--- src/rtl/serial_frame_decoder.sv ---
// Purpose : assembles multidrop 9-bit serial frames (header + NBYTES payload + checksum) into commands.
// Latency : cmd_valid pulses 2 clk after the cycle in which the checksum word is presented.
// Backpressure: none; words arrive as rx_newdata pulses and cannot be stalled. A word arriving in S_EMIT is dropped.
//
// Ports:
//   clk, rst                 clock, asynchronous active-high reset
//   rx_newdata/rx_data/rx_error  one word per rx_newdata pulse; rx_data[8] marks a header word
//   cmd_valid                one-cycle pulse for each good frame; cmd_reg/cmd_data change in that cycle
//   cmd_reg, cmd_data        register number and payload of the last good frame (first byte in the MSBs)
//   frame_err                one-cycle pulse for each aborted or rejected frame
//   err_cnt                  saturating count of frame errors
//   busy                     high whenever the decoder is not idle
module serial_frame_decoder #(
    parameter logic [3:0]  DEV_ADDR = 4'h1,
    parameter int          NBYTES   = 2,
    parameter logic [15:0] TIMEOUT  = 16'd50000
) (
    input  logic                  clk,
    input  logic                  rst,
    input  logic                  rx_newdata,
    input  logic [8:0]            rx_data,
    input  logic                  rx_error,
    output logic                  cmd_valid,
    output logic [3:0]            cmd_reg,
    output logic [8*NBYTES-1:0]   cmd_data,
    output logic                  frame_err,
    output logic [7:0]            err_cnt,
    output logic                  busy
);

    localparam int W = 8 * NBYTES;

    typedef enum logic [1:0] {
        S_IDLE,
        S_PAYLOAD,
        S_CSUM,
        S_EMIT
    } state_t;

    state_t         state;
    logic [3:0]     reg_lat;
    logic [W-1:0]   payload;
    logic [7:0]     sum;
    logic [2:0]     byte_ctr;
    logic [15:0]    timer;

    logic           is_hdr;
    logic           addr_ok;
    logic           hdr_ok;
    logic           last_byte;
    logic           timeout_hit;
    logic [7:0]     sum_next;
    logic [W-1:0]   byte_ext;

    always_comb begin
        is_hdr      = rx_data[8];
        addr_ok     = (rx_data[7:4] == DEV_ADDR) || (rx_data[7:4] == 4'hF);
        hdr_ok      = rx_newdata && !rx_error && is_hdr && addr_ok;
        last_byte   = (byte_ctr == 3'(NBYTES - 1));
        // An arriving word always restarts the inter-word interval, so a
        // timeout is only possible in a cycle without rx_newdata.
        timeout_hit = !rx_newdata && (timer == TIMEOUT - 16'd1);
        sum_next    = sum + rx_data[7:0];
        byte_ext    = W'(rx_data[7:0]);
    end

    function automatic logic [7:0] sat_inc(input logic [7:0] v);
        return (v == 8'hFF) ? v : v + 8'd1;
    endfunction

    always_ff @(posedge clk or posedge rst) begin
        if (rst) begin
            state     <= S_IDLE;
            reg_lat   <= '0;
            payload   <= '0;
            sum       <= '0;
            byte_ctr  <= '0;
            timer     <= '0;
            cmd_valid <= 1'b0;
            cmd_reg   <= '0;
            cmd_data  <= '0;
            frame_err <= 1'b0;
            err_cnt   <= '0;
            busy      <= 1'b0;
        end else begin
            cmd_valid <= 1'b0;
            frame_err <= 1'b0;

            case (state)
                S_IDLE: begin
                    timer <= '0;
                    // Only matching, error-free headers open a frame; everything
                    // else seen while idle is silently discarded.
                    if (hdr_ok) begin
                        reg_lat  <= rx_data[3:0];
                        sum      <= rx_data[7:0];
                        byte_ctr <= '0;
                        payload  <= '0;
                        state    <= S_PAYLOAD;
                        busy     <= 1'b1;
                    end
                end

                S_PAYLOAD, S_CSUM: begin
                    if (rx_newdata) begin
                        timer <= '0;
                        if (rx_error) begin
                            frame_err <= 1'b1;
                            err_cnt   <= sat_inc(err_cnt);
                            state     <= S_IDLE;
                            busy      <= 1'b0;
                        end else if (is_hdr) begin
                            // Resync: the partial frame is an error, but the header
                            // itself is treated as if it had arrived while idle.
                            frame_err <= 1'b1;
                            err_cnt   <= sat_inc(err_cnt);
                            if (addr_ok) begin
                                reg_lat  <= rx_data[3:0];
                                sum      <= rx_data[7:0];
                                byte_ctr <= '0;
                                payload  <= '0;
                                state    <= S_PAYLOAD;
                                busy     <= 1'b1;
                            end else begin
                                state    <= S_IDLE;
                                busy     <= 1'b0;
                            end
                        end else if (state == S_PAYLOAD) begin
                            payload  <= (payload << 8) | byte_ext;
                            sum      <= sum_next;
                            byte_ctr <= byte_ctr + 3'd1;
                            if (last_byte) begin
                                state <= S_CSUM;
                            end
                        end else if (rx_data[7:0] == sum) begin
                            state <= S_EMIT;
                        end else begin
                            frame_err <= 1'b1;
                            err_cnt   <= sat_inc(err_cnt);
                            state     <= S_IDLE;
                            busy      <= 1'b0;
                        end
                    end else if (timeout_hit) begin
                        timer     <= '0;
                        frame_err <= 1'b1;
                        err_cnt   <= sat_inc(err_cnt);
                        state     <= S_IDLE;
                        busy      <= 1'b0;
                    end else begin
                        timer <= timer + 16'd1;
                    end
                end

                S_EMIT: begin
                    // Any word arriving here is dropped; the receiver cannot
                    // deliver two words one clock apart.
                    cmd_valid <= 1'b1;
                    cmd_reg   <= reg_lat;
                    cmd_data  <= payload;
                    timer     <= '0;
                    state     <= S_IDLE;
                    busy      <= 1'b0;
                end

                default: begin
                    state <= S_IDLE;
                    busy  <= 1'b0;
                end
            endcase
        end
    end

endmodule

--- config.mk ---
export PLATFORM = sky130hd
export DESIGN_NAME = serial_frame_decoder
export DESIGN_NICKNAME = d
export VERILOG_FILES = /design/src/rtl/serial_frame_decoder.sv
export SDC_FILE = /design/constraint.sdc
export NUM_CORES = 1
export LEC_CHECK = 0
export ABC_AREA = 1
export CORE_UTILIZATION = 55
export DETAILED_ROUTE_END_ITERATION = 10
export PLACE_DENSITY = 0.74
export SLEW_MARGIN = 20
export SYNTH_ARGS = -nofsm -noshare
export SYNTH_HDL_FRONTEND = slang
export SYNTH_SLANG_ARGS = --single-unit
--- constraint.sdc ---
create_clock -name clk -period 3.6 [get_ports clk]
set_input_delay 0.9 -clock clk [delete_from_list [all_inputs] [get_ports clk]]
set_output_delay 0.9 -clock clk [all_outputs]
set_load 0.05 [all_outputs]
Word level (Yosys, flattened, before mapping)
Cells that the tools add are included.
Widths: inputs -> output; s select.
{"block": "totals", "out_inout_bits": 31, "input_bits": 13, "reg_bits": 80, "word_cells": 120}
{"block": "classes", "mux": 64, "n_bitwise": 1, "n_reduce_logical": 17, "add_sub_neg": 4, "eq_ne": 22}
{"cell": "$mux 16", "count": 8}
{"cell": "$mux 8", "count": 13}
{"cell": "$pmux 16 s2", "count": 2}
{"cell": "$mux 4", "count": 5}
{"cell": "$mux 3", "count": 6}
{"cell": "$mux 1", "count": 17}
{"cell": "$add 16x1->16 const B", "count": 1}
{"cell": "$eq 16x16->1 const B", "count": 1}
{"cell": "$mux 2", "count": 8}
{"cell": "$or 16x8->16", "count": 1}
{"cell": "$pmux 8 s2", "count": 1}
{"cell": "$reduce_and 6->1", "count": 2}
{"cell": "$ne 2x2->1 const B", "count": 5}
{"cell": "$ne 5x5->1 const B", "count": 2}
{"cell": "$ne 3x3->1 const B", "count": 3}
{"cell": "$add 8x1->8 const B", "count": 1}
{"cell": "$add 8x8->8", "count": 1}
{"cell": "$eq 8x8->1", "count": 1}
{"cell": "$eq 8x8->1 const B", "count": 1}
{"cell": "$ne 4x4->1 const B", "count": 2}
{"cell": "$pmux 4 s2", "count": 1}
{"cell": "$reduce_and 4->1", "count": 2}
{"cell": "$ne 6x6->1 const B", "count": 1}
{"cell": "$pmux 2 s3", "count": 1}
{"cell": "other kinds (15)", "count": 22}

Logic depth before layout (Yosys ltp)
Gate-level depths: netlist of run 1.
{"block": "logic_depth", "depth_word": 7, "depth_mapped": 11}

Least setup slack after synthesis of run 1
Ideal clock, no wire load.
{"block": "synth_timing", "path_kind": "input -> register", "start": "input rx_data[2]", "end": "register err_cnt[4]", "arrival_ns": 2.107, "slack_ns": 1.427, "path_stages": 9, "setup_ns": 0.066, "cell_sequence": "ha_1 > clkbuf_1 > nor3_1 > nand3_1 > nand2_1 > nand2_2 > nand3_2 > nand2_1 > nand2_1"}
{"block": "synth_between", "elab_chain_cells": 3}
{"item": "from (decl)", "line": "21", "source": "input logic [8:0] rx_data,"}
{"item": "$eq 8x8->1", "line": "135", "source": "end else if (rx_data[7:0] == sum) begin"}
{"item": "$ne 4x4->1 (no source line)"}
{"item": "$reduce_and 4->1 (no source line)"}
{"item": "to (signal assigned)", "line": "116", "source": "err_cnt <= sat_inc(err_cnt);"}
{"item": "to (signal assigned)", "line": "139", "source": "err_cnt <= sat_inc(err_cnt);"}
{"item": "to (signal assigned)", "line": "146", "source": "err_cnt <= sat_inc(err_cnt);"}
{"item": "to (decl)", "line": "27", "source": "output logic [7:0] err_cnt,"}
Every way passes these cells.
A chain may end at the register's enable or synchronous reset.

Worst setup path in the final report of run 1
{"block": "layout_timing", "start": "input rx_data[2]", "end": "register err_cnt[7]"}
Same word-level chain as after synthesis.

==> results.py, run 1 <==
metrics = {
    "outcome": {
        "outcome": "finished, final reports clean",
    },
    "power_and_ir_drop": {
        "peakVddDrop_v": 0.000392,
        "intPower_mw": 1.97,
        "pwr_density_cell_nw_per_um2": 663,
        "swShare_pct": 40.4,
        "p_switching_mw": 1.34,
        "seqPwrFrac_pct": 38.2,
        "leakage_nw": 2.61,
        "report.power.total_mw": 3.30,
        "comb_power_share_pct": 39.1,
        "pwr-share-clk_pct": 22.7,
    },
    "placement": {
        "gp_congestion": 0.881,
        "port_buffers": 43,
        "dp_hpwl_microns": 6170,
        "dp_slack_ns": 0.644,
        "dp.cells": 704,
    },
    "routing": {
        "drt_iter0_markers": 157,
        "ant_nets": 0,
        "drt_pass1_iterations": 4,
        "vias": 3576,
        "avgRoutedWirePerCell_microns": 11.8,
        "wirelength_microns": 8460,
        "via_per_inst": 4.97,
        "drcViolationCount": 0,
    },
    "floorplan": {
        "row_count": 31,
        "fp.dieW_microns": 89.7,
        "initial_core_util_pct": 57.7,
        "ios": 44,
        "dieArea_sq_um": 8040,
        "fp.coreArea_sq_um": 7330,
        "die_y_microns": 89.7,
    },
    "synth": {
        "synthArstFlopShare_pct": 100,
        "synth.yosys.seq_area_share_pct": 47.4,
        "yosysUniqueCellTypes": 33,
        "yosys_warnings": 0,
        "synth-edff-count": 0,
        "mappedNetlistNets": 598,
        "yosys_register_bits": 80,
        "synth_flop_cell": "dfrtp_1",
        "syn_area_per_cell_sq_um": 7.43,
        "syn_inst": 569,
        "netlist_area_sq_um": 4230,
    },
    "timing": {
        "finalHoldViolations": 0,
        "clock.fmax_mhz": 375,
        "finalCritPeriodShare_pct": 74.0,
        "finalCriticalPeriod_ns": 2.66,
        "worst_pin_slew_ns": 0.710,
        "slew_headroom_pct": 52.7,
        "setup_ws_ns": 0.937,
        "fin_skew_ns": 0.00336,
        "report.final.slew_viol_count": 0,
        "setup_tns_ns": 0,
        "rsz0062_at_grt": "no",
        "setup_viol": 0,
    },
    "final_layout": {
        "area_growth_pct": 17.8,
        "fillCellCount": 630,
        "multiInputGateArea_sq_um": 1960,
        "area.sequential_sq_um": 2000,
        "utilization_pct": 68.0,
        "nets": 645,
        "instances_no_fill": 719,
        "largest_registers": "cmd_data (16), payload (16), timer (16)",
        "antenna_cells": 0,
        "drive_gt1_share_pct": 5.48,
    },
    "critical_path": {
        "arrival_ns": 2.95,
        "reg2reg_setup_slack_ns": 1.25,
        "r2r_cells": 10,
        "critPathLaunchType": "primary input",
        "path_class": "in -> reg",
        "cp_max_fo": 10,
        "end_kind": "flop",
        "cp.required_ns": 3.89,
    },
    "clock_network": {
        "cts_setup_buffers": 0,
        "cts_buffers": 9,
        "htree_levels": 3,
        "hold_buffers": 0,
        "clk_pin_slew_ns": 0.08,
        "insertion_delay_ns": 0.34,
        "cts.sinks": 80,
        "clk_path_buf_depth": 2,
        "cts-root-buf": "clkbuf_8",
        "post_cts_resized": 0,
        "cts_tree": "built",
    },
    "min_path": {
        "min_path_type": "reg -> reg",
        "hold_path_depth": 1,
    },
    "global_route": {
        "antenna_found_initial": 0,
        "grt_pass1_vias": 3261,
        "grt_pass1_wl_microns": 14400,
        "grt_use_total_pct": 23.4,
        "grt_max_degree": 42,
        "overflow": 0,
    },
    "job": {
        "maxCapViolations": 0,
    },
}
## per-stage QoR
step,cell area (sq um),hold slack (ns)
3_3_place_gp,4750,0.445
4_1_cts,4980,0.466
6_report,4980,0.463
3_5_place_dp,4750,0.454
5_1_grt,4980,0.490
2_1_floorplan,4230,0.433
## cell type report
type                       instances  share of cell area (%)
tap                               99                    2.49
sequential                        80                    40.2
clock buffer                      11                    3.04
multi-input combinational        421                    39.3
clock inverter                     4                    1.56
timing repair buffer              46                    9.09
inverter                          58                    4.39
## final timing paths
| kind | to | start |
|---|---|---|
| min | timer[0] | timer[0] |
| max | err_cnt[7] | rx_data[2] |
| max reg2reg | reg_lat[0] | state[0] |
| min reg2reg | timer[0] | timer[0] |
| max in group asynchronous | err_cnt[2] | rst |
| min in group asynchronous | timer[4] | rst |
## cell usage after synthesis, types with 2 or more instances
cell type,n,area (sq um)
dfrtp_1,80,2000
nand3_1,24,120
or2_2,2,12.5
clkbuf_1,5,18.8
nand4_1,16,100
ha_1,15,188
nand2_2,2,12.5
inv_1,54,203
o21ai_0,16,80.1
nand2_1,259,972
nand2b_1,2,12.5
inv_2,4,15.0
a21oi_1,13,65.1
nor3_1,8,40.0
nor2_2,2,12.5
xor2_1,4,35.0
buf_2,3,15.0
nor2_1,45,169
## worst max-delay path: stages
cell,delay [ns]
clkdlybuf4s50_1,0.53
ha_1,0.45
nor3_1,0.29
nand3_1,0.15
nand2_1,0.13
nand2_2,0.16
nand3_2,0.21
nand2_1,0.07
nand2_1,0.06
## logic make-up after synthesis
family | Yosys count | synth area share, %
xor gates and xnor gates | 5 | 1.04
AOI/OAI and AO/OA | 34 | 4.59
DFF | 80 | 47.4
buffers and inverters | 68 | 6.39
adders and majority gates | 16 | 4.91
and+or+nand+nor | 366 | 35.7
## layout by cell type (no fill, tap or decap), types with 2 or more instances in the layout
cell / Yosys / routed
buf_4: 1 / 3
dfrtp_1: 80 / 80
clkinv_4: 0 / 2
xor2_1: 4 / 4
nand2b_1: 2 / 2
nand3_1: 24 / 24
nand4_1: 16 / 16
clkbuf_8: 0 / 11
nor2_2: 2 / 2
a21oi_1: 13 / 13
clkdlybuf4s50_1: 0 / 43
nor2_1: 45 / 45
inv_2: 4 / 4
bufinv_16: 0 / 2
inv_1: 54 / 53
ha_1: 15 / 15
o21ai_0: 16 / 16
nand2_2: 2 / 2
nor3_1: 8 / 8
nand2_1: 259 / 259
or2_2: 2 / 2
## power groups by stage
stage / registers [mW] / logic (mW) / clock network (mW)
after CTS: 1.26 / 1.30 / 0.766
after global placement: 1.28 / 1.27 / 0
final: 1.26 / 1.29 / 0.750
after global routing: 1.29 / 1.45 / 0.796
after floorplan: 1.46 / 0.775 / 0
after detailed placement: 1.28 / 1.29 / 0
## routing by layer
layer | routed length [microns] | vias up | share of wire, % | track usage [%]
li1 | - | 1874 | - | -
met1 | 4460 | 1630 | 53 | 33.3
met2 | 3660 | 59 | 43 | 35.5
met3 | 206 | 13 | 2.4 | 3.56
met4 | 133 | 0 | 1.6 | 9.96
met5 | 0 | - | 0 | 0
Power figures use the tool's default switching activity.
==> inputs of run 2 (changes only) <==
==> constraint.sdc (replaced) <==
create_clock -name clk -period 2.7 [get_ports clk]
set_input_delay 0.675 -clock clk [delete_from_list [all_inputs] [get_ports clk]]
set_output_delay 0.675 -clock clk [all_outputs]
set_load 0.05 [all_outputs]
==> results.py, run 2 (synthesis results as in run 1) <==
metrics = {
    "timing": {
        "finalHoldViolations": 0,
        "fin_skew_ns": 0.00811,
        "clock.fmax_mhz": 426,
        "whs_ns": 0.475,
        "setup_viol": 0,
        "setup_tns_ns": 0,
        "worst_pin_slew_ns": 0.757,
        "rsz0062_at_grt": "no",
        "setup_ws_ns": 0.355,
        "slew_headroom_pct": 49.6,
        "report.final.slew_viol_count": 0,
        "finalCriticalPeriod_ns": 2.34,
        "finalCritPeriodShare_pct": 86.8,
    },
    "floorplan": {
        "row_count": 31,
        "ios": 44,
        "initial_core_util_pct": 57.7,
        "fp.coreArea_sq_um": 7330,
        "dieArea_sq_um": 8040,
        "fp.dieW_microns": 89.7,
        "die_y_microns": 89.7,
    },
    "global_route": {
        "antenna_found_initial": 0,
        "busiest_layer": "met2",
        "use_met1_pct": 35.1,
        "overflow": 0,
        "grt_pass1_vias": 3419,
        "grt_max_degree": 33,
        "met2_usage_pct": 40.6,
        "grt_use_total_pct": 25.5,
        "grt_pass1_wl_microns": 15600,
        "grt_use_met3_pct": 5.30,
    },
    "clock_network": {
        "cts_setup_buffers": 0,
        "post_cts_resized": 0,
        "insertion_delay_ns": 0.36,
        "cts.sinks": 80,
        "htree_levels": 3,
        "cts_tree": "built",
        "cts-root-buf": "clkbuf_8",
        "cts_buffers": 9,
        "hold_buffers": 0,
        "clk_pin_slew_ns": 0.09,
        "clk_path_buf_depth": 2,
    },
    "placement": {
        "dp_slack_ns": 0.116,
        "place_area_sq_um": 4840,
        "dp.cells": 714,
        "port_buffers": 43,
        "gp_congestion": 0.871,
        "dp_hpwl_microns": 6760,
    },
    "final_layout": {
        "area_growth_pct": 19.5,
        "drive_gt1_share_pct": 7.13,
        "utilization_pct": 68.9,
        "layout_common_cells": "259 x nand2_1, 80 x dfrtp_1, 53 x inv_1",
        "fin_area_sq_um": 5050,
        "antenna_cells": 0,
        "nets": 655,
        "instances_no_fill": 730,
        "final_common_cell": "nand2_1",
        "largest_registers": "cmd_data (16), payload (16), timer (16)",
    },
    "routing": {
        "vias": 3686,
        "drt_pass1_iterations": 4,
        "ant_nets": 0,
        "avgRoutedWirePerCell_microns": 12.6,
        "wirelength_microns": 9180,
        "drcViolationCount": 0,
        "drt_iter0_markers": 188,
        "via_per_inst": 5.05,
    },
    "critical_path": {
        "max_stage_delay_ns": 0.85,
        "cp_max_fo": 5,
        "critPathLaunchType": "flop",
        "arrival_ns": 1.67,
        "crit_chain": "clkdlybuf4s50_1",
        "cp.required_ns": 2.03,
        "cp_num_buf_inv": 1,
        "path_class": "reg -> out",
        "crit_family": "buffers and inverters",
        "critPathSlowestCell": "clkdlybuf4s50_1",
        "end_kind": "primary output",
    },
    "min_path": {
        "min_path_type": "reg -> reg",
    },
    "power_and_ir_drop": {
        "peakVddDrop_v": 0.000507,
        "pwr_density_cell_nw_per_um2": 876,
        "report.power.total_mw": 4.42,
        "leakage_nw": 2.65,
    },
    "outcome": {
        "outcome": "finished, final reports clean",
    },
    "job": {
        "maxCapViolations": 0,
    },
}
## run 2: per-layer routing
layer  up-vias  part of all wire (%)
li1       1888                     -
met1      1716                    49
met3        10                   3.3
met2        72                    46
met4         0                   1.4
met5         -                     0
## run 2: final timing paths
| kind | start | end | slack [ns] | cells after the start |
|---|---|---|---|---|
| worst min register to register | cmd_data[15] | cmd_data[15] | 0.47 | 2 |
| worst max-delay path | err_cnt[2] | err_cnt[2] | 0.36 | 1 |
| worst max register to register | state[0] | state[0] | 0.60 | 10 |
| worst min-delay path | cmd_data[15] | cmd_data[15] | 0.47 | 2 |
| min in group asynchronous | rst | timer[3] | 0.71 | 2 |
| max in group asynchronous | rst | cmd_data[9] | 1.41 | 3 |
## run 2: power breakdown
part           switching [mW]  total [mW]  internal (mW)
Sequential              0.213        1.69           1.48
Combinational            1.17        1.79          0.625
Clock                   0.493       0.940          0.447
## run 2: final cells by class
cell class / instances / area (sq um)
timing repair buffer: 56 / 541
multi-input combinational: 421 / 1960
tap: 99 / 124
clock inverter: 7 / 83.8
sequential: 80 / 2000
fill: 626 / 2280
inverter: 58 / 221
clock buffer: 9 / 124
